==> src/rtl/csr_pkg.sv <==
// Shared types and constants for machine-mode trap sequencing.
// Pure declarations; no logic, no latency, no flow control.
package csr_pkg;

  typedef enum logic [1:0] {
    KIND_NORMAL = 2'd0,
    KIND_ECALL  = 2'd1,
    KIND_MRET   = 2'd2,
    KIND_EXCEPT = 2'd3
  } trap_kind_t;

  localparam logic [3:0] ECALL_M   = 4'd11;
  localparam logic [3:0] IRQ_EXT   = 4'd11;
  localparam logic [3:0] IRQ_SW    = 4'd3;
  localparam logic [3:0] IRQ_TIMER = 4'd7;

  localparam int MSTATUS_MIE    = 3;
  localparam int MSTATUS_MPIE   = 7;
  localparam int MSTATUS_MPP_LO = 11;
  localparam int MSTATUS_MPP_HI = 12;

  typedef logic [1:0] state_t;
  localparam state_t ST_IDLE     = 2'd0;
  localparam state_t ST_DRAIN    = 2'd1;
  localparam state_t ST_TRAP     = 2'd2;
  localparam state_t ST_REDIRECT = 2'd3;

endpackage

==> src/rtl/trap_target.sv <==
// Computes trap/MRET redirect target, mcause and mstatus from the latched trap.
// Purely combinational, zero latency; no flow control.
module trap_target
  import csr_pkg::*;
(
  input  logic [1:0]  kind,
  input  logic        irq,
  input  logic [3:0]  code,
  input  logic [63:0] mtvec_q,
  input  logic [63:0] mepc_q,
  input  logic [63:0] mstatus_q,
  input  logic [63:0] last_mcause,
  output logic [63:0] redirect_pc,
  output logic [63:0] new_mcause,
  output logic [63:0] new_mstatus
);

  always_comb begin
    redirect_pc = {mtvec_q[63:2], 2'b00};
    new_mstatus = mstatus_q;
    new_mcause  = {60'b0, code};
    if (!irq && kind == KIND_MRET) begin
      // mcause has no read port here; the last value we wrote is the live one.
      redirect_pc                                  = mepc_q;
      new_mcause                                   = last_mcause;
      new_mstatus[MSTATUS_MIE]                     = mstatus_q[MSTATUS_MPIE];
      new_mstatus[MSTATUS_MPIE]                    = 1'b1;
      new_mstatus[MSTATUS_MPP_HI:MSTATUS_MPP_LO]   = 2'b11;
    end else begin
      new_mstatus[MSTATUS_MPIE]                    = mstatus_q[MSTATUS_MIE];
      new_mstatus[MSTATUS_MIE]                     = 1'b0;
      new_mstatus[MSTATUS_MPP_HI:MSTATUS_MPP_LO]   = 2'b11;
      if (irq) begin
        new_mcause = {1'b1, 59'b0, code};
        if (mtvec_q[1:0] == 2'b01)
          redirect_pc = redirect_pc + {58'b0, code, 2'b00};
      end else if (kind == KIND_ECALL) begin
        new_mcause = {60'b0, ECALL_M};
      end
    end
  end

endmodule

==> src/rtl/trap_controller.sv <==
// Machine-mode trap entry/return sequencer: sync trap in TRAP one cycle after retire, irqs drain first.
// Redirect is held (valid and pc stable) until redirect_ready; csr_we/flush pulse once per trap.
module trap_controller
  import csr_pkg::*;
(
  input  logic        clk,
  input  logic        reset,
  input  logic        trint,
  input  logic        swint,
  input  logic        exint,
  input  logic [63:0] mstatus_q,
  input  logic [63:0] mie_q,
  input  logic [63:0] mtvec_q,
  input  logic [63:0] mepc_q,
  input  logic        wb_valid,
  input  logic [1:0]  wb_kind,
  input  logic [63:0] wb_pc,
  input  logic [3:0]  wb_cause,
  input  logic [63:0] wb_tval,
  input  logic        pipe_empty,
  input  logic [63:0] fetch_pc,
  input  logic        redirect_ready,
  output logic        hold_fetch,
  output logic        flush,
  output logic        redirect_valid,
  output logic [63:0] redirect_pc,
  output logic        csr_we,
  output logic [63:0] new_mepc,
  output logic [63:0] new_mcause,
  output logic [63:0] new_mtval,
  output logic [63:0] new_mstatus
);

  state_t      state, state_nxt;
  logic [1:0]  kind_q;
  logic        irq_q;
  logic [3:0]  code_q;
  logic [63:0] epc_q, tval_q, pc_hold, last_mcause, last_mtval;
  logic [63:0] tgt_pc, tgt_cause, tgt_mstatus;
  logic [3:0]  irq_code;
  logic        sync_evt, irq_pend, take_sync, take_irq, in_trap, in_redir, is_mret;
  logic        unused_mie;

  assign unused_mie = ^{mie_q[63:12], mie_q[10:8], mie_q[6:4], mie_q[2:0]};

  assign sync_evt = wb_valid && (wb_kind != KIND_NORMAL);
  assign irq_pend = mstatus_q[MSTATUS_MIE] &&
                    ((exint && mie_q[11]) || (swint && mie_q[3]) || (trint && mie_q[7]));

  always_comb begin
    irq_code = IRQ_TIMER;
    if (swint && mie_q[3])  irq_code = IRQ_SW;
    if (exint && mie_q[11]) irq_code = IRQ_EXT;
  end

  assign take_sync = ((state == ST_IDLE) || (state == ST_DRAIN)) && sync_evt;
  assign take_irq  = (state == ST_DRAIN) && !sync_evt && pipe_empty && irq_pend;

  always_comb begin
    state_nxt = state;
    case (state)
      ST_IDLE:     if (sync_evt) state_nxt = ST_TRAP;
                   else if (irq_pend) state_nxt = ST_DRAIN;
      ST_DRAIN:    if (take_sync || take_irq) state_nxt = ST_TRAP;
                   else if (pipe_empty) state_nxt = ST_IDLE;
      ST_TRAP:     state_nxt = redirect_ready ? ST_IDLE : ST_REDIRECT;
      ST_REDIRECT: if (redirect_ready) state_nxt = ST_IDLE;
      default:     state_nxt = ST_IDLE;
    endcase
  end

  always_ff @(posedge clk) begin
    if (reset) begin
      state       <= ST_IDLE;
      kind_q      <= 2'd0;
      irq_q       <= 1'b0;
      code_q      <= 4'd0;
      epc_q       <= 64'd0;
      tval_q      <= 64'd0;
      pc_hold     <= 64'd0;
      last_mcause <= 64'd0;
      last_mtval  <= 64'd0;
    end else begin
      state <= state_nxt;
      if (take_sync) begin
        kind_q <= wb_kind;
        irq_q  <= 1'b0;
        code_q <= wb_cause;
        epc_q  <= wb_pc;
        tval_q <= (wb_kind == KIND_EXCEPT) ? wb_tval : 64'd0;
      end else if (take_irq) begin
        kind_q <= KIND_NORMAL;
        irq_q  <= 1'b1;
        code_q <= irq_code;
        epc_q  <= fetch_pc;
        tval_q <= 64'd0;
      end
      // Snapshot the target so a held redirect cannot move if CSRs change.
      if (in_trap) begin
        pc_hold     <= tgt_pc;
        last_mcause <= tgt_cause;
        last_mtval  <= new_mtval;
      end
    end
  end

  trap_target u_target (
    .kind        (kind_q),
    .irq         (irq_q),
    .code        (code_q),
    .mtvec_q     (mtvec_q),
    .mepc_q      (mepc_q),
    .mstatus_q   (mstatus_q),
    .last_mcause (last_mcause),
    .redirect_pc (tgt_pc),
    .new_mcause  (tgt_cause),
    .new_mstatus (tgt_mstatus)
  );

  assign in_trap  = (state == ST_TRAP);
  assign in_redir = (state == ST_REDIRECT);
  assign is_mret  = !irq_q && (kind_q == KIND_MRET);

  assign hold_fetch     = (state != ST_IDLE);
  assign flush          = in_trap;
  assign csr_we         = in_trap;
  assign redirect_valid = in_trap || in_redir;
  assign redirect_pc    = in_trap ? tgt_pc : (in_redir ? pc_hold : 64'd0);
  assign new_mepc       = in_trap ? (is_mret ? mepc_q : epc_q) : 64'd0;
  assign new_mcause     = in_trap ? tgt_cause : 64'd0;
  assign new_mtval      = in_trap ? (is_mret ? last_mtval : tval_q) : 64'd0;
  assign new_mstatus    = in_trap ? tgt_mstatus : 64'd0;

endmodule

==> config.mk <==
export PLATFORM = sky130hd
export DESIGN_NAME = trap_controller
export DESIGN_NICKNAME = d
export VERILOG_FILES = /design/src/rtl/csr_pkg.sv /design/src/rtl/trap_target.sv /design/src/rtl/trap_controller.sv
export SDC_FILE = /design/constraint.sdc
export NUM_CORES = 1
export LEC_CHECK = 0
export BUFFER_PORTS_ARGS = -buffer_cell sky130_fd_sc_hd__buf_2
export CORE_AREA = 10 10 298 300
export DETAILED_ROUTE_END_ITERATION = 16
export DIE_AREA = 0 0 308 310
export GPL_TIMING_DRIVEN = 0
export PLACE_DENSITY = 0.45
export SLEW_MARGIN = 20
export SYNTH_ARGS = -nofsm -noshare
export SYNTH_HDL_FRONTEND = slang
export SYNTH_HIERARCHICAL = 1
export SYNTH_SLANG_ARGS = --single-unit
==> constraint.sdc <==
create_clock -name clk -period 3.95 [get_ports clk]
set_input_delay 0.9875 -clock clk [delete_from_list [all_inputs] [get_ports clk]]
set_output_delay 0.9875 -clock clk [all_outputs]
set_load 0.005 [all_outputs]
Yosys cells after proc, flatten, opt, wreduce, memory -nomap -nowiden
Index checks and enable logic that the tools add are counted.
{"block": "classes", "mux": 34, "reduce_logical": 23, "addsub": 1, "n_eq_ne": 10}
{"op": "$mux W64", "count": 18}
{"op": "$add A64 B6 Y64", "count": 1}
{"op": "$mux W2", "count": 8}
{"op": "$mux W4", "count": 4}
{"op": "$logic_and A1 B1 Y1", "count": 10}
{"op": "$eq A2 B2 Y1 const B", "count": 4}
{"op": "$pmux W2 S4", "count": 1}
{"op": "$eq A2 B1 Y1 const B", "count": 3}
{"op": "$reduce_bool A2 Y1", "count": 3}
{"op": "$logic_or A1 B1 Y1", "count": 5}
{"op": "$mux W3", "count": 1}
{"op": "$ne A3 B2 Y1 const B", "count": 1}
{"op": "$ne A3 B3 Y1 const B", "count": 1}
{"op": "$reduce_and A3 Y1", "count": 1}
{"op": "$logic_not A1 Y1", "count": 2}
{"op": "$logic_not A2 Y1", "count": 1}
{"op": "$mux W1", "count": 2}
{"op": "$ne A2 B2 Y1 const B", "count": 1}
{"op": "$reduce_or A2 Y1", "count": 1}
{"block": "totals", "word_cells": 77, "output_inout_bits": 324, "input_bits": 462, "register_bits": 329}

Logic depth before layout (Yosys ltp)
Gate-level depths: netlist (run 1).
{"block": "depth", "word_depth": 9, "mapped_depth": 11, "depth_no_buf": 10}

Hierarchy
The synthesis (run 1) kept the hierarchy.
{"mod": "trap_controller", "cells_per_inst": 2094, "area_each_um2": 15108.2, "instances": 1, "seq_area_each_um2": 6586.3}
{"mod": "trap_target", "cells_per_inst": 521, "area_each_um2": 3109.2, "instances": 1, "seq_area_each_um2": 0.0}

Worst setup path after synthesis (run 1)
No wires, ideal clock.
{"block": "synth_timing", "path_type": "input to output", "start": "input mtvec_q[2]", "end": "output redirect_pc[58]", "n_path_buf": 1, "required_time_ns": 2.963, "arrival_ns": 3.000, "setup_slack_ns": -0.038, "path_stages": 11, "cell_sequence": "ha_1 fa_1 nand3_1 nand2_1 nand4_1 or4_1 buf_2 or3_1 a31oi_1 mux2i_1 nor2b_1"}
{"block": "synth_between", "elab_chain_len": 5}
{"element": "from (decl)", "line": "trap_controller.sv:13", "rtl": "input logic [63:0] mtvec_q,"}
{"element": "$add A64 B6 Y64", "line": "trap_target.sv:36", "rtl": "redirect_pc = redirect_pc + {58'b0, code, 2'b00};"}
{"element": "$mux W64", "line": "trap_target.sv:35", "rtl": "if (mtvec_q[1:0] == 2'b01)"}
{"element": "$mux W64", "line": "trap_target.sv:33", "rtl": "if (irq) begin"}
{"element": "$mux W64", "line": "trap_target.sv:22", "rtl": "if (!irq && kind == KIND_MRET) begin"}
{"element": "named net tgt_pc[58]", "line": "trap_controller.sv:39", "rtl": "logic [63:0] tgt_pc, tgt_cause, tgt_mstatus;"}
{"element": "$mux W64", "line": "trap_controller.sv:128", "rtl": "assign redirect_pc = in_trap ? tgt_pc : (in_redir ? pc_hold : 64'd0);"}
{"element": "to (decl)", "line": "trap_controller.sv:26", "rtl": "output logic [63:0] redirect_pc,"}
The timed path passes the listed nets, and every way through them passes these cells.

Worst setup path in the final report (run 1)
{"block": "layout_timing", "start": "input mtvec_q[17]", "end": "output redirect_pc[58]"}
Same word-level chain as after synthesis.

==> results of run 1 <==
==> timing repair <==
item	in CTS	in global routing
pin swaps	54	64
cloned	2	0
buffers inserted	36	30
endpoints found under the setup margin	332	84
resized for setup	229	104
==> worst max-delay path, cell delays in order <==
cell and delay (ns):
buf_2 0.14, and3_1 0.23, and3_4 0.24, nand4_1 0.18, or4_4 0.54, or3_4 0.41, a31oi_4 0.18, mux2i_1 0.12
nor2b_1 0.16, buf_2 0.14
==> area by class of cell <==
cell class,instances,area [um2],area share [%]
Buffer,267,1429,5.458
Multi-Input combinational cell,1941,10970,41.88
Sequential cell,329,6595,25.19
Tap cell,1080,1351,5.162
Clock buffer,58,1204,4.598
Inverter,75,285.3,1.090
Timing Repair Buffer,726,4045,15.45
Clock inverter,21,285.3,1.090
Antenna cell,8,20.02,0.07647
==> registers in the layout, indices dropped and copies added (netlist names) <==
signal,cells
code_q,4
epc_q,64
irq_q,1
kind_q,2
last_mcause,64
last_mtval,64
pc_hold,64
state,2
tval_q,64
==> metrics by stage <==
stage               util, %  instance area [um2]  std cells  worst slack (ns)
floorplan                 -                18240       2616           0.03826
global placement      27.62                22900       4357            -1.341
detailed placement    27.65                22920       4357            -1.324
CTS                   30.77                25500       4470           -0.4970
global route          31.57                26170       4501           -0.4367
finish                31.58                26180       4505           -0.3812
==> where the power goes <==
group / leakage [nW] / internal, mW / total, mW / switching, mW
Sequential: 2.68 / 3.45 / 3.54 / 0.0909
Combinational: 8.00 / 0.670 / 1.78 / 1.11
Clock: 0.720 / 2.44 / 4.21 / 1.77
==> path summary, 6_finish.rpt <==
path,start,to,slack (ns),depth (start not counted)
max,mtvec_q[17],redirect_pc[58],-0.38,10
min reg2reg,last_mcause[47],last_mcause[47],0.45,2
max reg2reg,code_q[0],pc_hold[58],1.32,11
min,last_mcause[47],last_mcause[47],0.45,2
==> logic make-up after synthesis <==
group	after synthesis	synth area share [%]
fa+ha+maj	5	0.3846
other cells	1	0.02058
mux	64	3.516
compound gates	478	14.80
buf+inv	346	8.668
flops	329	36.15
simple gates	1336	33.76
xor+xnor	56	2.692
==> per-layer routing <==
metal | track usage (%) | up-vias | wire length [um]
met2 | 35.87 | 856 | 50310
met3 | 5.369 | 162 | 8223
met5 | 0 | - | 100
met4 | 5.759 | 14 | 3060
li1 | - | 10170 | -
met1 | 26.88 | 10030 | 46340
==> cells in the final DEF (no fill, tap or decap), types with 8 or more instances in the layout <==
master | synthesis | layout
diode_2 | 0 | 8
and2_1 | 129 | 128
nor3_1 | 96 | 83
xnor2_1 | 39 | 33
clkbuf_8 | 0 | 10
nor3_4 | 0 | 12
buf_2 | 20 | 662
nand4_1 | 19 | 19
nand3_1 | 24 | 12
clkinv_2 | 0 | 8
nor2b_1 | 66 | 61
nor4_1 | 70 | 58
dfxtp_1 | 329 | 322
a21oi_1 | 348 | 331
clkbuf_16 | 0 | 45
nor2_1 | 165 | 155
inv_1 | 75 | 74
buf_6 | 1 | 33
nor4_4 | 1 | 12
nor4_2 | 9 | 10
nand2_1 | 711 | 704
buf_4 | 66 | 104
buf_8 | 0 | 8
buf_1 | 13 | 12
a21oi_2 | 0 | 17
clkbuf_4 | 0 | 13
a22o_1 | 64 | 64
mux2i_1 | 64 | 64
o21ai_2 | 0 | 11
clkbuf_1 | 171 | 144
clkbuf_2 | 0 | 17
xor2_1 | 17 | 14
o21ai_1 | 0 | 24
==> metrics.cfg, run 1 <==
[synth]
yosysTopAreaCellShare_pct=36.15
ys_types=52
avgSynthCellArea_um2=6.967
synth.most_common_cell=nand2_1
yosysTopAreaCell=dfxtp_1
synth_enable_flop_cells=0
postSynth.asyncResetShare_pct=0
ys.flop_type=dfxtp_1
synth_area_um2=18220
ys_ff_latch=329
synth_common_cells=711 x nand2_1, 348 x a21oi_1, 329 x dfxtp_1, 171 x clkbuf_1, 165 x nor2_1
ys_warn_count=6
synth_cells=2615
yosys-top-cells-area=dfxtp_1 36%, nand2_1 15%, a21oi_1 9.6%
synth_seq_area_share_pct=36.15

[final_layout]
nets=3851
area_delta_synth_final_pct=43.71
drive_gt1_share_pct=31.28
fillers=9228

[sta]
period_share_pct=109.7
max_freq_mhz=230.9
whs_ns=0.4481
worst_pin_slew_ns=0.9951
worst_slack_ns=-0.3812
drv_slew=0
setup_violations=49
setup-tns-final_ns=-9.109
post-route-min-period_ns=4.331
hold_viol_final=0
skew_ns=0.02736
max_slew_margin_pct=33.66
rsz0062_at_grt=true

[floorplanning]
coreArea_um2=82890
io-pin-count=786
rows=106
die_h_um=310
floorplan.initialDensity_pct=21.98
die_area_um2=95480
die_width_um=308

[routing]
wl_per_cell_um=23.98
vias=21240
wl_um=108000
ant_nets=0
routed_via_density=4.714
drc_errors=0
drtIter0Drc=1389
firstDrtPassIters=7

[global_route]
grt_pass1_vias=20910
grt_start_max_net_pins=14
grt_pass1_wl_um=149900
grt_antenna_before_repair=27
grt_usage_pct=21.36
grt_remaining_overflow=0

[pwr]
pwr_density_cell_nw_per_um2=363.9
peakVddDrop_mv=0.2542
finalPower_mw=9.527
p_leak_nw=11.39

[cts]
clk_latency_ns=0.60
clk_pin_slew_worst_paths_ns=0.06
cts_tree=built
clockRootBuffer=clkbuf_16
cts_max_path_buffers=3
htreeDepth=2
cts.sinks=329
cts_hold_buffers=0
cts-buffers-inserted=44

[flow_run]
cap_viol_max_count=0

[critical_path]
critPathKind=in -> out
critPathRequiredTime_ns=2.96
startpoint_type=input port
worstSetupEndpointType=output port
arrival_ns=3.34
cp_max_fo=8

[status]
outcome=finished, violations left
violations=setup timing

[placement]
io_buffer_count=661
place.gp.congestion=0.8808
hpwl_um=85860

[min_path]
hold_path_class=reg -> reg

No activity file was read; power rests on OpenSTA's default activity.
==> inputs of run 2 (changes only) <==
--- a/config.mk
+++ b/config.mk
@@ -11,6 +11,7 @@
 export DIE_AREA = 0 0 308 310
 export GPL_TIMING_DRIVEN = 0
 export PLACE_DENSITY = 0.45
+export SETUP_SLACK_MARGIN = 0.05
 export SLEW_MARGIN = 20
 export SYNTH_ARGS = -nofsm -noshare
 export SYNTH_HDL_FRONTEND = slang
==> run 2 against run 1 <==
The run still ends with setup timing left. Cell count grew 0.47%. Final area up 0.18%. Worst hold slack lost 0.0011 ns. Die area unchanged. Sequential share of layout area about the same. Sequential power about the same. Worst setup slack got worse by 0.17 ns. Clock-buffer cell count grew 2. Combinational power barely moved. Power rose by 4.0%. Global-route usage about the same. Maximum frequency decreased by 3.8%. Critical endpoint is now redirect_pc[62]. Largest cell class unchanged.
==> metrics.cfg, run 2 (synthesis results as in run 1) <==
[status]
outcome=finished, violations left
violations=setup timing

[placement]
io_buffer_count=661  ; unchanged
dpl.cell_count=4357  ; unchanged
place_ws_ns=-1.315  ; +0.008920 ns
hpwl_um=85350  ; -0.59%
place.gp.congestion=0.9464  ; +7.4%

[sta]
period_share_pct=114.0  ; +4.4 points
post-route-min-period_ns=4.504  ; +0.1731 ns
rsz0062_at_grt=true
max_freq_mhz=222.0  ; -3.8%
setup-tns-final_ns=-9.508  ; -0.3985 ns
worst_pin_slew_ns=1.196  ; +0.2010 ns
hold_viol_final=0  ; unchanged
skew_ns=0.03266  ; +0.005302 ns
max_slew_margin_pct=20.26  ; -13 points
worst_slack_ns=-0.5543  ; -0.1731 ns
drv_slew=0  ; unchanged
setup_violations=49  ; unchanged

[floorplanning]
die_h_um=310  ; unchanged
rows=106  ; unchanged
die_area_um2=95480  ; unchanged
io-pin-count=786  ; unchanged
die_width_um=308  ; unchanged
coreArea_um2=82890  ; unchanged
floorplan.initialDensity_pct=21.98  ; unchanged

[cts]
cts_tree=built
cts-buffers-inserted=45  ; +2.3%
cts_max_path_buffers=3  ; unchanged
clk_latency_ns=0.59  ; about the same
htreeDepth=2  ; unchanged
clockRootBuffer=clkbuf_16
clk_pin_slew_worst_paths_ns=0.05  ; about the same
cts.sinks=329  ; unchanged
cts_hold_buffers=0  ; unchanged

[routing]
wl_met2_um=48320  ; -4.0%
ant_nets=0  ; unchanged
firstDrtPassIters=7  ; unchanged
drtIter0Drc=1475  ; +6.2%
wl_per_cell_um=23.81  ; -0.73%
wl_um=107700  ; -0.27%
vias=21330  ; +0.41%
drc_errors=0  ; unchanged
dr_wl_met3_um=10450  ; +27%
top_layer=met5
routed_via_density=4.712  ; about the same
wl_met1_um=45050  ; -2.8%

[final_layout]
drive_gt1_share_pct=31.62  ; +0.34 points
layout_commonest_cell=nand2_1
instances_no_fill=4526  ; +0.47%
layout_common_cells=707 x nand2_1, 670 x buf_2, 331 x a21oi_1
nets=3858  ; +0.18%
area_delta_synth_final_pct=43.96

[pwr]
peakVddDrop_mv=0.2407  ; -5.3%
p_comb_share_pct=18.1  ; -0.6 points
p_int_mw=6.964  ; +6.2%
p_leak_nw=11.38  ; about the same
p_switching_mw=2.944  ; -0.88%
clkPwrFrac_pct=46.0  ; +1.9 points
seqPwrFrac_pct=35.8  ; -1.4 points
switching_share_pct=29.72  ; -1.5 points
pwr_density_cell_nw_per_um2=377.8  ; +3.8%

[global_route]
grt_antenna_before_repair=41  ; +52%
grt_pass1_wl_um=149100  ; -0.57%
grt_usage_pct=21.33  ; -0.025 points
grt_start_max_net_pins=14  ; unchanged
grt_pass1_vias=21190  ; +1.3%
grt_remaining_overflow=0  ; unchanged

[min_path]
hold_depth=2  ; unchanged
hold_path_class=reg -> reg
min_from=last_mcause[45]

[critical_path]
critPathRequiredTime_ns=2.96  ; about the same
cp_max_fo=4  ; -4
cp-endpoint=redirect_pc[62]
worstSetupEndpointType=output port
r2r_end=pc_hold[50]
critPathKind=in -> out
arrival_ns=3.52  ; +0.18 ns
startpoint_type=input port
timing.rr.start=code_q[0]
r2r_slack_ns=1.07  ; -0.25 ns
crit_start=mtvec_q[18]
rr_worst_depth=13  ; +2

[flow_run]
cap_viol_max_count=0  ; unchanged

-- run 2: cell count changes in the layout (fill, tap and decap cells not counted), moves of 7 or more --
cell,delta
o21ai_2,+11
o21ai_1,-11
clkbuf_8,+7
clkbuf_1,-7
buf_6,-18
diode_2,+13
buf_2,+8
nor3_4,-9
buf_4,+22
-- run 2: area by class of cell --
cell class	count	area [um2]
diodes	21	52.55
plain buffers	268	1443
clock buffers	60	1292
clock inverters	21	357.8
fillers	9311	56670
inverters	75	285.3
multi-input cells	1941	10870
flip-flops and latches	329	6595
well taps	1080	1351
repair buffers	731	3979
-- run 2: worst min-delay path by stage --
stage	endpoint
after global routing	last_mcause[8]
after CTS	last_mcause[7]
after global placement	last_mcause[35]
final	last_mcause[45]
after detailed placement	last_mcause[7]
after floorplan	last_mcause[10]
-- run 2: what timing repair did --
action                                  4_1_cts  5_1_grt
resized for setup                           185      110
endpoints found under the setup margin      331       85
pin swaps                                    43       52
setup buffers                                43       29
cloned                                        0        1
-- run 2: metal layers --
metal / vias to the layer above / track usage, %
met4: 28 / 7.690
met3: 191 / 7.490
met1: 10000 / 26.29
li1: 10200 / -
met2: 905 / 34.03
met5: - / 0
-- run 2: power by group through the flow --
stage | Sequential (mW) | Combinational [mW] | Clock, mW
global placement | 3.61 | 1.66 | 0
detailed placement | 3.61 | 1.67 | 0
floorplan | 3.57 | 0.854 | 0
CTS | 3.55 | 1.76 | 4.71
global route | 3.56 | 1.96 | 4.82
finish | 3.55 | 1.80 | 4.56
-- run 2: critical path, cell delays in order --
cell	delay (ns)
buf_2	0.16
and3_1	0.21
and3_4	0.23
nand4_1	0.28
or4_4	0.56
buf_4	0.17
or3_1	0.32
a31oi_2	0.23
mux2i_1	0.12
nor2b_1	0.12
buf_2	0.12
-- run 2: metrics by stage --
step           hold slack (ns)  area, um2  power (mW)  utilization [%]
2_1_floorplan           0.4317      18250       4.425                -
3_3_place_gp            0.4370      22910       5.273            27.64
3_5_place_dp            0.4423      22930       5.277            27.66
4_1_cts                 0.4499      25590       10.02            30.87
5_1_grt                 0.4633      26200       10.34            31.61
6_report                0.4471      26230       9.909            31.64
==> inputs of run 3 (changes only) <==
--- a/config.mk
+++ b/config.mk
@@ -11,6 +11,7 @@
 export DIE_AREA = 0 0 308 310
 export GPL_TIMING_DRIVEN = 0
 export PLACE_DENSITY = 0.45
+export REMOVE_ABC_BUFFERS = 1
 export SETUP_SLACK_MARGIN = 0.05
 export SLEW_MARGIN = 20
 export SYNTH_ARGS = -nofsm -noshare
==> run 3 against run 2 <==
The run still ends with setup timing left. Critical path depth down 1. Worst hold slack about the same. Cell count down 3.5%. Clock-buffer cell count unchanged. Die area is the same. Sequential share of layout area decreased by 0.18 points. Register-to-register slack worse by 0.16 ns. Global-route usage fell by 2.5 points. Maximum frequency grew 2.6%. Largest cell class unchanged.
==> metrics.cfg, run 3 (synthesis results as in run 1) <==
[status]
outcome=finished, violations left
violations=setup timing

[global_route]
grt_remaining_overflow=0  ; unchanged
grt_antenna_before_repair=19  ; -54%
grt_start_max_net_pins=94  ; +80
grt_pass1_wl_um=136000  ; -8.8%
grt_pass1_vias=19980  ; -5.7%
grt_usage_pct=18.82  ; -2.5 points

[critical_path]
cpPeakStageDelay_ns=0.60  ; +0.04 ns
crit_chain=buf_2 > and3b_4 > and2_4 > nand3_2 > or4_4 > or3_4 > a31oi_4 > mux2i_1 > nor2b_1 > buf_2
path_common_cell=buf_2
cp_max_fo=8  ; +4
path_buf_inv=2  ; -1
worstSetupEndpointType=output port
slowest_stage=or4_4
crit_family=simple AND/OR/NAND/NOR gates
critPathKind=in -> out
arrival_ns=3.40  ; -0.12 ns
startpoint_type=input port
critPathRequiredTime_ns=2.96  ; about the same

[sta]
rsz0062_at_grt=true
period_share_pct=111.1  ; -2.9 points
drv_slew=0  ; unchanged
skew_ns=0.02414  ; -0.008523 ns
max_freq_mhz=227.9  ; +2.6%
setup_violations=35  ; -29%
worst_pin_slew_ns=0.8596  ; -0.3365 ns
max_slew_margin_pct=42.69  ; +22 points
post-route-min-period_ns=4.389  ; -0.1155 ns
worst_slack_ns=-0.4388  ; +0.1155 ns
hold_viol_final=0  ; unchanged

[min_path]
hold_path_class=reg -> reg

[cts]
cts.sinks=329  ; unchanged
cts_tree=built
cts_max_path_buffers=3  ; unchanged
clk_latency_ns=0.58  ; about the same
htreeDepth=2  ; unchanged
clockRootBuffer=clkbuf_16
cts-buffers-inserted=43  ; -4.4%
clk_pin_slew_worst_paths_ns=0.05  ; about the same
cts_hold_buffers=0  ; unchanged

[placement]
place_ws_ns=-1.601  ; -0.2864 ns
place.gp.congestion=0.8218  ; -13%
io_buffer_count=722  ; +9.2%
dpl.cell_count=4202  ; -3.6%
hpwl_um=67930  ; -20%

[routing]
drtIter0Drc=1367  ; -7.3%
vias=20440  ; -4.2%
routed_via_density=4.681  ; -0.66%
ant_nets=0  ; unchanged
drc_errors=0  ; unchanged
wl_um=96400  ; -11%
firstDrtPassIters=7  ; unchanged
wl_per_cell_um=22.08  ; -7.3%

[pwr]
p_comb_share_pct=18.9  ; +0.8 points
clkPwrFrac_pct=44.4  ; -1.6 points
p_switching_mw=2.837  ; -3.6%
switching_share_pct=29.37  ; -0.34 points
pwr_density_cell_nw_per_um2=365.0  ; -3.4%
seqPwrFrac_pct=36.7  ; +0.9 points
p_leak_nw=11.54  ; +1.4%
peakVddDrop_mv=0.2813  ; +17%
p_int_mw=6.822  ; -2.0%

[floorplanning]
rows=106  ; unchanged
floorplan.initialDensity_pct=21.98  ; unchanged
coreArea_um2=82890  ; unchanged
io-pin-count=786  ; unchanged
die_h_um=310  ; unchanged
die_width_um=308  ; unchanged
die_area_um2=95480  ; unchanged

[final_layout]
fin_util_pct=31.92  ; +0.29 points
nets=3712  ; -3.8%
drive_gt1_share_pct=32.91  ; +1.3 points
layout_common_cells=702 x nand2_1, 702 x buf_2, 333 x a21oi_1
instances_no_fill=4366  ; -3.5%
area_delta_synth_final_pct=45.26
fillers=9030  ; -3.0%

[flow_run]
cap_viol_max_count=0  ; unchanged

==> run 3: cell count changes in the layout (fill, tap and decap cells not counted), moves of 9 or more <==
cell      before  now
diode_2       21   10
buf_1         11    0
clkbuf_8      17    8
buf_2        670  702
o21ai_1       13   24
o21ai_2       22    9
clkbuf_1     137    9
buf_4        126   52
buf_12         3   19
clkbuf_2      19    0
buf_6         15   36
buf_8          5   17
buf_16         0   14
==> run 3: worst min-delay path, cell delays in order, from the launching register on <==
cell and delay, ns:
dfxtp_1 0.30, nand2_1 0.05, a21oi_1 0.05
==> run 3: final timing paths <==
kind                                 startpoint         endpoint  slack, ns  cells after the start
worst min-delay path            last_mcause[44]  last_mcause[44]       0.45                      2
worst max-delay path                 mtvec_q[1]  redirect_pc[50]      -0.44                     10
worst max register to register         state[1]       tval_q[55]       0.91                     10
worst min register to register  last_mcause[44]  last_mcause[44]       0.45                      2
==> run 3: power by group through the flow <==
stage | Combinational, mW | Sequential (mW) | Clock (mW)
3_3_place_gp | 1.51 | 3.66 | 0
4_1_cts | 1.78 | 3.54 | 4.42
2_1_floorplan | 0.717 | 3.60 | 0
3_5_place_dp | 1.60 | 3.61 | 0
5_1_grt | 1.98 | 3.56 | 4.54
6_report | 1.82 | 3.54 | 4.29
==> run 3: area by class of cell <==
| class | instances | area [um2] | area share [%] |
|---|---|---|---|
| timing repair inverter | 1 | 8.758 | 0.03310 |
| timing repair buffer | 850 | 5598 | 21.15 |
| inverter | 75 | 297.8 | 1.125 |
| multi-input combinational | 1945 | 11080 | 41.86 |
| clock buffer | 60 | 1220 | 4.610 |
| sequential | 329 | 6608 | 24.97 |
| tap | 1080 | 1351 | 5.106 |
| antenna | 10 | 25.02 | 0.09456 |
| clock inverter | 16 | 276.5 | 1.045 |
==> run 3: through the flow <==
| stage | TNS [ns] | power (mW) | area (um2) | hold WS (ns) |
|---|---|---|---|---|
| 2_1_floorplan | -3877.64 | 4.322 | 16920 | 0.4257 |
| 3_3_place_gp | - | 5.174 | 21890 | 0.4370 |
| 3_5_place_dp | -72.81 | 5.215 | 22930 | 0.4424 |
| 4_1_cts | -4.873 | 9.743 | 25540 | 0.4496 |
| 5_1_grt | -8.097 | 10.07 | 26460 | 0.4619 |
| 6_report | -3.608 | 9.659 | 26460 | 0.4470 |
==> run 3: per-layer routing <==
layer	GRT usage, %	vias to the layer above	part of all wire [%]
met4	7.249	10	3.6
met3	4.928	141	7.5
met2	31.83	807	47
li1	-	9882	-
met5	0	-	0.067
met1	22.61	9596	41
==> run 3: timing repair <==
| item | CTS | global route |
|---|---|---|
| pin swaps | 29 | 85 |
| endpoints found under the setup margin | 317 | 115 |
| gates cloned | 12 | 1 |
| buffers inserted | 23 | 47 |
| gates resized for setup | 154 | 135 |
